## config.mk

```make
export PLATFORM = sky130hd
export DESIGN_NAME = addr_signed_dmr_serial
export DESIGN_NICKNAME = d
export VERILOG_FILES = /design/src/rtl/addr_signed_dmr_serial.sv
export SDC_FILE = /design/constraint.sdc
export NUM_CORES = 1
export LEC_CHECK = 0
export BUFFER_PORTS_ARGS = -buffer_cell sky130_fd_sc_hd__buf_4
export CAP_MARGIN = 20
export CORE_UTILIZATION = 55
export CTS_CLUSTER_SIZE = 8
export DETAILED_ROUTE_END_ITERATION = 8
export PLACE_DENSITY = 0.77
export SYNTH_ARGS = -nofsm -noshare
export SYNTH_HDL_FRONTEND = slang
export SYNTH_SLANG_ARGS = --single-unit
```

## constraint.sdc

```tcl
create_clock -name clk -period 3.2 [get_ports clk]
set_input_delay 0.32 -clock clk [delete_from_list [all_inputs] [get_ports clk]]
set_output_delay 0.32 -clock clk [all_outputs]
set_load 0.01 [all_outputs]
```

## src/rtl/addr_signed_dmr_serial.sv

```systemverilog
// Digit-serial signed adder with duplicated digit adders.
// A copy mismatch re-executes the digit; too many consecutive retries abort.
module addr_signed_dmr_serial #(
  parameter int W = 8,
  parameter int D = 2,
  parameter int MAX_RETRY = 3
) (
  input  logic         clk,
  input  logic         rst,
  input  logic         i_valid,
  output logic         i_ready,
  input  logic [W-1:0] i_a,
  input  logic [W-1:0] i_b,
  input  logic         i_fault_inj,
  output logic         o_valid,
  input  logic         o_ready,
  output logic [W:0]   o_sum,
  output logic         o_err,
  output logic [7:0]   o_retries
);

  localparam int N  = W / D;
  localparam int IW = (N > 1) ? $clog2(N) : 1;

  typedef enum logic [1:0] {
    IDLE,
    RUN,
    DONE
  } state_t;

  state_t         state;
  logic [W-1:0]   a_r;
  logic [W-1:0]   b_r;
  logic           sa;
  logic           sb;
  logic           carry;
  logic [IW-1:0]  idx;
  logic [3:0]     dretry;
  logic [W-1:0]   acc;

  logic [D:0]     ra;
  logic [D:0]     rb;
  logic           agree;
  logic           last;
  logic [W+D-1:0] nxt;

  always_comb begin
    ra = {1'b0, a_r[D-1:0]} + {1'b0, b_r[D-1:0]}
       + {{D{1'b0}}, carry};
    rb = {1'b0, a_r[D-1:0]} + {1'b0, b_r[D-1:0]}
       + {{D{1'b0}}, carry};
    rb[0] = rb[0] ^ i_fault_inj;
    agree = (ra == rb);
    last  = (idx == IW'(N - 1));
    // committed digit enters at the top; after N shifts acc is aligned
    nxt   = {ra[D-1:0], acc};
  end

  assign i_ready = (state == IDLE);
  assign o_valid = (state == DONE);

  always_ff @(posedge clk) begin
    if (rst) begin
      state     <= IDLE;
      a_r       <= '0;
      b_r       <= '0;
      sa        <= 1'b0;
      sb        <= 1'b0;
      carry     <= 1'b0;
      idx       <= '0;
      dretry    <= '0;
      acc       <= '0;
      o_sum     <= '0;
      o_err     <= 1'b0;
      o_retries <= '0;
    end else begin
      unique case (state)
        IDLE: begin
          if (i_valid) begin
            a_r       <= i_a;
            b_r       <= i_b;
            sa        <= i_a[W-1];
            sb        <= i_b[W-1];
            carry     <= 1'b0;
            idx       <= '0;
            dretry    <= '0;
            acc       <= '0;
            o_err     <= 1'b0;
            o_retries <= '0;
            state     <= RUN;
          end
        end
        RUN: begin
          if (agree) begin
            a_r    <= a_r >> D;
            b_r    <= b_r >> D;
            carry  <= ra[D];
            acc    <= nxt[W+D-1:D];
            idx    <= idx + 1'b1;
            dretry <= '0;
            if (last) begin
              o_sum <= {sa ^ sb ^ ra[D], nxt[W+D-1:D]};
              o_err <= 1'b0;
              state <= DONE;
            end
          end else begin
            if (o_retries != 8'hFF)
              o_retries <= o_retries + 8'd1;
            if (dretry == 4'(MAX_RETRY)) begin
              o_sum <= '0;
              o_err <= 1'b1;
              state <= DONE;
            end else begin
              dretry <= dretry + 4'd1;
            end
          end
        end
        DONE: begin
          if (o_ready)
            state <= IDLE;
        end
        default: state <= IDLE;
      endcase
    end
  end

endmodule

```

# Word level (Yosys, flattened, before mapping)
# Cells that the tools add are included.
[word_totals] latchBits=0 mem_bits_ro=0 output_inout_bits=20 n_memories=0 ram_bits=0 in_bits=21 reg_bits=53 elab_cells=80
[classes] n_mux=35 n_eq_ne=15 shifts=0 bitwise=3 n_div=0 n_reduce_logical=10 mul=0 n_lt_le_gt_ge=0 addsub=5
[op_table] op="$mux W8" n=8
[op_table] op="$pmux W8 S2" n=4
[op_table] op="$mux W9" n=3
[op_table] op="$mux W2" n=7
[op_table] op="$mux W4" n=3
[op_table] op="$reduce_and A4 Y1" n=3
[op_table] op="$ne A3 B3 Y1 const B" n=3
[op_table] op="$reduce_and A3 Y1" n=3
[op_table] op="$add A8 B1 Y8 const B" n=1
[op_table] op="$ne A2 B2 Y1 const B" n=4
[op_table] op="$ne A8 B8 Y1 const B" n=1
[op_table] op="$pmux W4 S2" n=1
[op_table] op="$pmux W2 S3" n=1
[op_table] op="$mux W1" n=5
[op_table] op="$add A4 B1 Y4 const B" n=1
[op_table] op="$eq A2 B2 Y1 const B" n=2
[op_table] op="$eq A4 B2 Y1 const B" n=1
[op_table] op="$ne A2 B1 Y1 const B" n=2
[op_table] op="$pmux W1 S2" n=2
[op_table] op="$pmux W2 S2" n=1
[op_table] op="$reduce_bool A2 Y1" n=2
[op_table] op="$add A2 B2 Y3" n=1
[op_table] op="$add A3 B1 Y3" n=1
[op_table] op="$xor A1 B1 Y1" n=3
[op_table] op="other kinds (5)" n=5

# Longest topological paths before layout
[depth] word_depth=6 ltp_mapped=8 ltp_nobuf=7

# Worst setup path before layout
# Ideal clock, no wire load.
[synth_timing] path_type="reg2reg" from="register a_r[0]" to="register o_err" stages_incl_launch_ff=8 setup_time_ns=0.070 slack_ns=0.805 n_path_buf=1 t_arrival_ns=2.325 synth_period_minus_slack_ns=2.395 required_time_ns=3.130 cell_sequence="dfxtp_1 > fa_1 > ha_1 > xnor2_1 > buf_2 > mux2i_1 > o211ai_1 > a21oi_1"
[synth_between] elab_chain_len=6 word_cells_on_any_way=9 cone_classes="add/sub (2); eq/ne (3); mux (2); bitwise (1); reduce/logical (1)"
[synth_lines] item="from (decl)" line="32" source="logic [W-1:0] a_r;"
[synth_lines] item="from (signal assigned)" line="80" source="a_r <= i_a;"
[synth_lines] item="from (signal assigned)" line="95" source="a_r <= a_r >> D;"
[synth_lines] item="$add A2 B2 Y3 *" line="48, 50"
[synth_lines] item="$add A3 B1 Y3 *" line="49, 51"
[synth_lines] item="$xor A1 B1 Y1" line="52" source="rb[0] = rb[0] ^ i_fault_inj;"
[synth_lines] item="$eq A1 B1 Y1 *" line="53" source="agree = (ra == rb);"
[synth_lines] item="$ne A3 B3 Y1 (no source line) / $mux W1 (equally long branches)"
[synth_lines] item="$reduce_and A4 Y1 (no source line) / $pmux W1 S2 (equally long branches)"
[synth_lines] item="to (signal assigned)" line="74" source="o_err <= 1'b0;"
[synth_lines] item="to (signal assigned)" line="88" source="o_err <= 1'b0;"
[synth_lines] item="to (signal assigned)" line="103" source="o_err <= 1'b0;"
[synth_lines] item="to (decl)" line="18" source="output logic o_err,"
# Every way passes the cells marked *; elsewhere a longest branch is shown, timed or not.
# A chain may end at the register's enable or synchronous reset.

# Final worst setup path
[layout_timing] from="register a_r[0]" to="register state[1]"
[layout_between] elab_chain_len=6 word_cells_on_any_way=9 cone_classes="add/sub (2); eq/ne (3); mux (2); bitwise (1); reduce/logical (1)"
[layout_lines] item="$add A2 B2 Y3 *" line="48, 50"
[layout_lines] item="$add A3 B1 Y3 *" line="49, 51"
[layout_lines] item="$xor A1 B1 Y1" line="52"
[layout_lines] item="$eq A1 B1 Y1 *" line="53"
[layout_lines] item="$ne A3 B3 Y1 (no source line) / $mux W2 (equally long branches)"
[layout_lines] item="$reduce_and A4 Y1 (no source line) / $pmux W2 S3 (equally long branches)"
[layout_lines] item="to (signal assigned)" line="64" source="state <= IDLE;"
[layout_lines] item="to (signal assigned)" line="90" source="state <= RUN;"
[layout_lines] item="to (signal assigned)" line="104" source="state <= DONE;"
[layout_lines] item="to (decl)" line="31" source="state_t state;"
# Marked as above.

==> qor.csv <==
metric,value,unit
status,finished clean,
clkLatencyLatePin,0.31,ns
final_net_count,344,
end_kind,flop,
relSlewSlack,0.636,
initial_core_util,0.578,
fin_worst_skew,0.00798,ns
vias,2178,
portBuffers,40,
setup_viol,0,
grt_usage,0.250,
finalPower,0.00162,W
drive_gt1_frac,0.196,
fp.dieArea,4500,sq um
postSynthAreaPerCell,8.25,sq um
post-dp-hpwl,3430,um
rsz0062_at_grt,false,
cts-buffers-inserted,5,
p_per_area,580,nW/um^2
hold_violations,0,
synth_cell_types,49,
r2r-start,a_r[0],
hold_buffers,0,
fillers,341,
synth-main-ff-cell,dfxtp_1,
antenna_left,0,
antenna_found_initial,0,
grt_pass1_wl,8470,um
ios,41,
die_w,67.1,um
drv_slew,0,
synthTopCellsByCount,"dfxtp_1 (51), nand2_1 (44), a21oi_1 (30)",
clkTransAtPathRegs,0.10,ns
ys_seq_area_frac,0.439,
cp_max_fo,10,
p_leak,1.05,nW
synth_top_cell_by_area,dfxtp_1,
finalCritPeriodShare,0.874,
final.min_clock_period,2.80,ns
htreeDepth,2,
antenna_cells,0,
grt_overflow,0,
cts_tree,yes,
cts.path.max_buffers,2,
synth.top_cell.area_share,0.439,
yosys_warnings,0,
synth-edff-count,0,
yosys-top-cells-area,"dfxtp_1 (44%), nand2_1 (7.1%), a21oi_1 (6.5%), a311oi_1 (4.9%), nand3_1 (3.9%)",
hold_class,input port to flop,
required,3.38,ns
dr.pass1.iters,4,
worst_setup_path_start_kind,flop,
coreArea,4030,sq um
numClockSinks,51,
clock.fmax,358,MHz
critPathKind,flop to flop,
postCtsSetupBuffers,0,
ir_worst_vdd,0.335,mV
synth-seq-cells,51,
grt_max_degree,55,
tightest_slew,0.546,ns
drt_iter0_markers,185,
maxCapViolCount,0,
syn_nets,309,
synth_async_sr_flop_share,0,
holdCritStartpoint,i_a[6],
areaGrowthSynthToFinish,19.9,%
gp_congestion,0.788,
syn_area,2330,sq um
syn_inst,282,
tns,0,ns
routedWlPerCell,14.2,um
die_h,67.1,um
crit_start,a_r[0],
drc_errors,0,
vias_per_cell,5.93,
cts-root-buf,clkbuf_8,
std_cell_rows,23,
routed_wl,5220,um
post-synth-top-count-cell,dfxtp_1,
cp_data_arrival_time,2.98,ns
grt_pass1_vias,1935,
## where the power goes
group	internal (W)	total [W]	leakage (nW)	switching (W)
clock network	0.000229	0.000443	0.0502	0.000214
logic	0.000181	0.000452	0.585	0.000271
registers	0.000685	0.000722	0.415	0.0000370
total	0.00109	0.00162	1.05	0.000522
## state kept, by name, indices dropped and copies added, names as in the netlist
register   count
b_r            8
dretry         4
sb             1
acc            6
a_r            8
idx            2
state          2
sa             1
o_retries      8
o_err          1
o_sum          9
carry          1
## timing repair
| item | CTS | global route |
|---|---|---|
| endpoints found under the hold margin | 0 | 0 |
| gates resized for setup | 0 | 1 |
| endpoints found under the setup margin | 0 | 1 |
## kinds of logic (layout without fill, tap and decap cells)
logic type,after synthesis,count (layout),share of synthesized area
XOR/XNOR,4,4,0.0151
flip-flops,51,51,0.439
multiplexers,3,3,0.0134
AND/OR/NAND/NOR,115,115,0.240
adder cells (fa/ha/maj),6,6,0.0387
AO/OA/AOI/OAI,76,76,0.206
buffers and inverters,27,62,0.0478
## worst paths after layout
path         slack [ns]  cells past startpoint       end
max                0.40                      7  state[1]
min                0.26                      3    a_r[6]
max reg2reg        0.40                      7  state[1]
min reg2reg        0.46                      2    idx[1]
## layer usage
layer	vias to the layer above	routed length [um]	track usage
met2	54	2460	0.411
met1	1029	2450	0.326
met3	7	243	0.0428
li1	1088	-	-
met4	0	65	0.0824
met5	-	0	0
## worst max-delay path: stages (launching register included)
cell and delay (ns):
dfxtp_1 0.34, fa_1 0.65, ha_1 0.32, xnor2_2 0.45, buf_4 0.23, mux2_2 0.41, a22oi_1 0.21, nor2_1 0.06
## area by class of cell
class	count	area [sq um]	area share
Clock inverter	2	37.5	0.0135
Clock buffer	5	68.8	0.0247
Inverter	7	26.3	0.00942
Timing Repair Buffer	48	368	0.132
Sequential cell	51	1020	0.366
Multi-Input combinational cell	204	1210	0.432
Tap cell	50	62.6	0.0224
## placed cells by master (no fill, tap or decap), drive strengths merged, types with 2 or more instances in the layout
cell    synthesis  routed
dfxtp          51      51
buf             8      48
nand2          44      44
a21oi          31      31
nor2           22      22
nand3          18      18
o21ai          15      15
a311oi         13      13
nand4           8       8
inv             6       6
clkbuf         12       5
ha              4       4
a31oi           3       3
a22oi           3       3
or3             3       3
nor3            3       3
o211ai          2       2
or3b            2       2
xor2            2       2
a211oi          2       2
nand4b          2       2
or4             2       2
mux2i           2       2
fa              2       2
xnor2           2       2
nor3b           2       2
## per-stage QoR
step | area [sq um] | std cells | utilization | hold slack (ns) | worst slack (ns)
2_1_floorplan | 2330 | 282 | - | 0.432 | 0.805
3_3_place_gp | 2660 | 359 | 0.661 | 0.444 | 0.354
3_5_place_dp | 2660 | 359 | 0.661 | 0.448 | 0.220
4_1_cts | 2770 | 366 | 0.687 | 0.258 | 0.180
5_1_grt | 2790 | 367 | 0.693 | 0.269 | 0.248
6_report | 2790 | 367 | 0.693 | 0.257 | 0.403
Note: power is estimated with default switching activity, not from simulation.
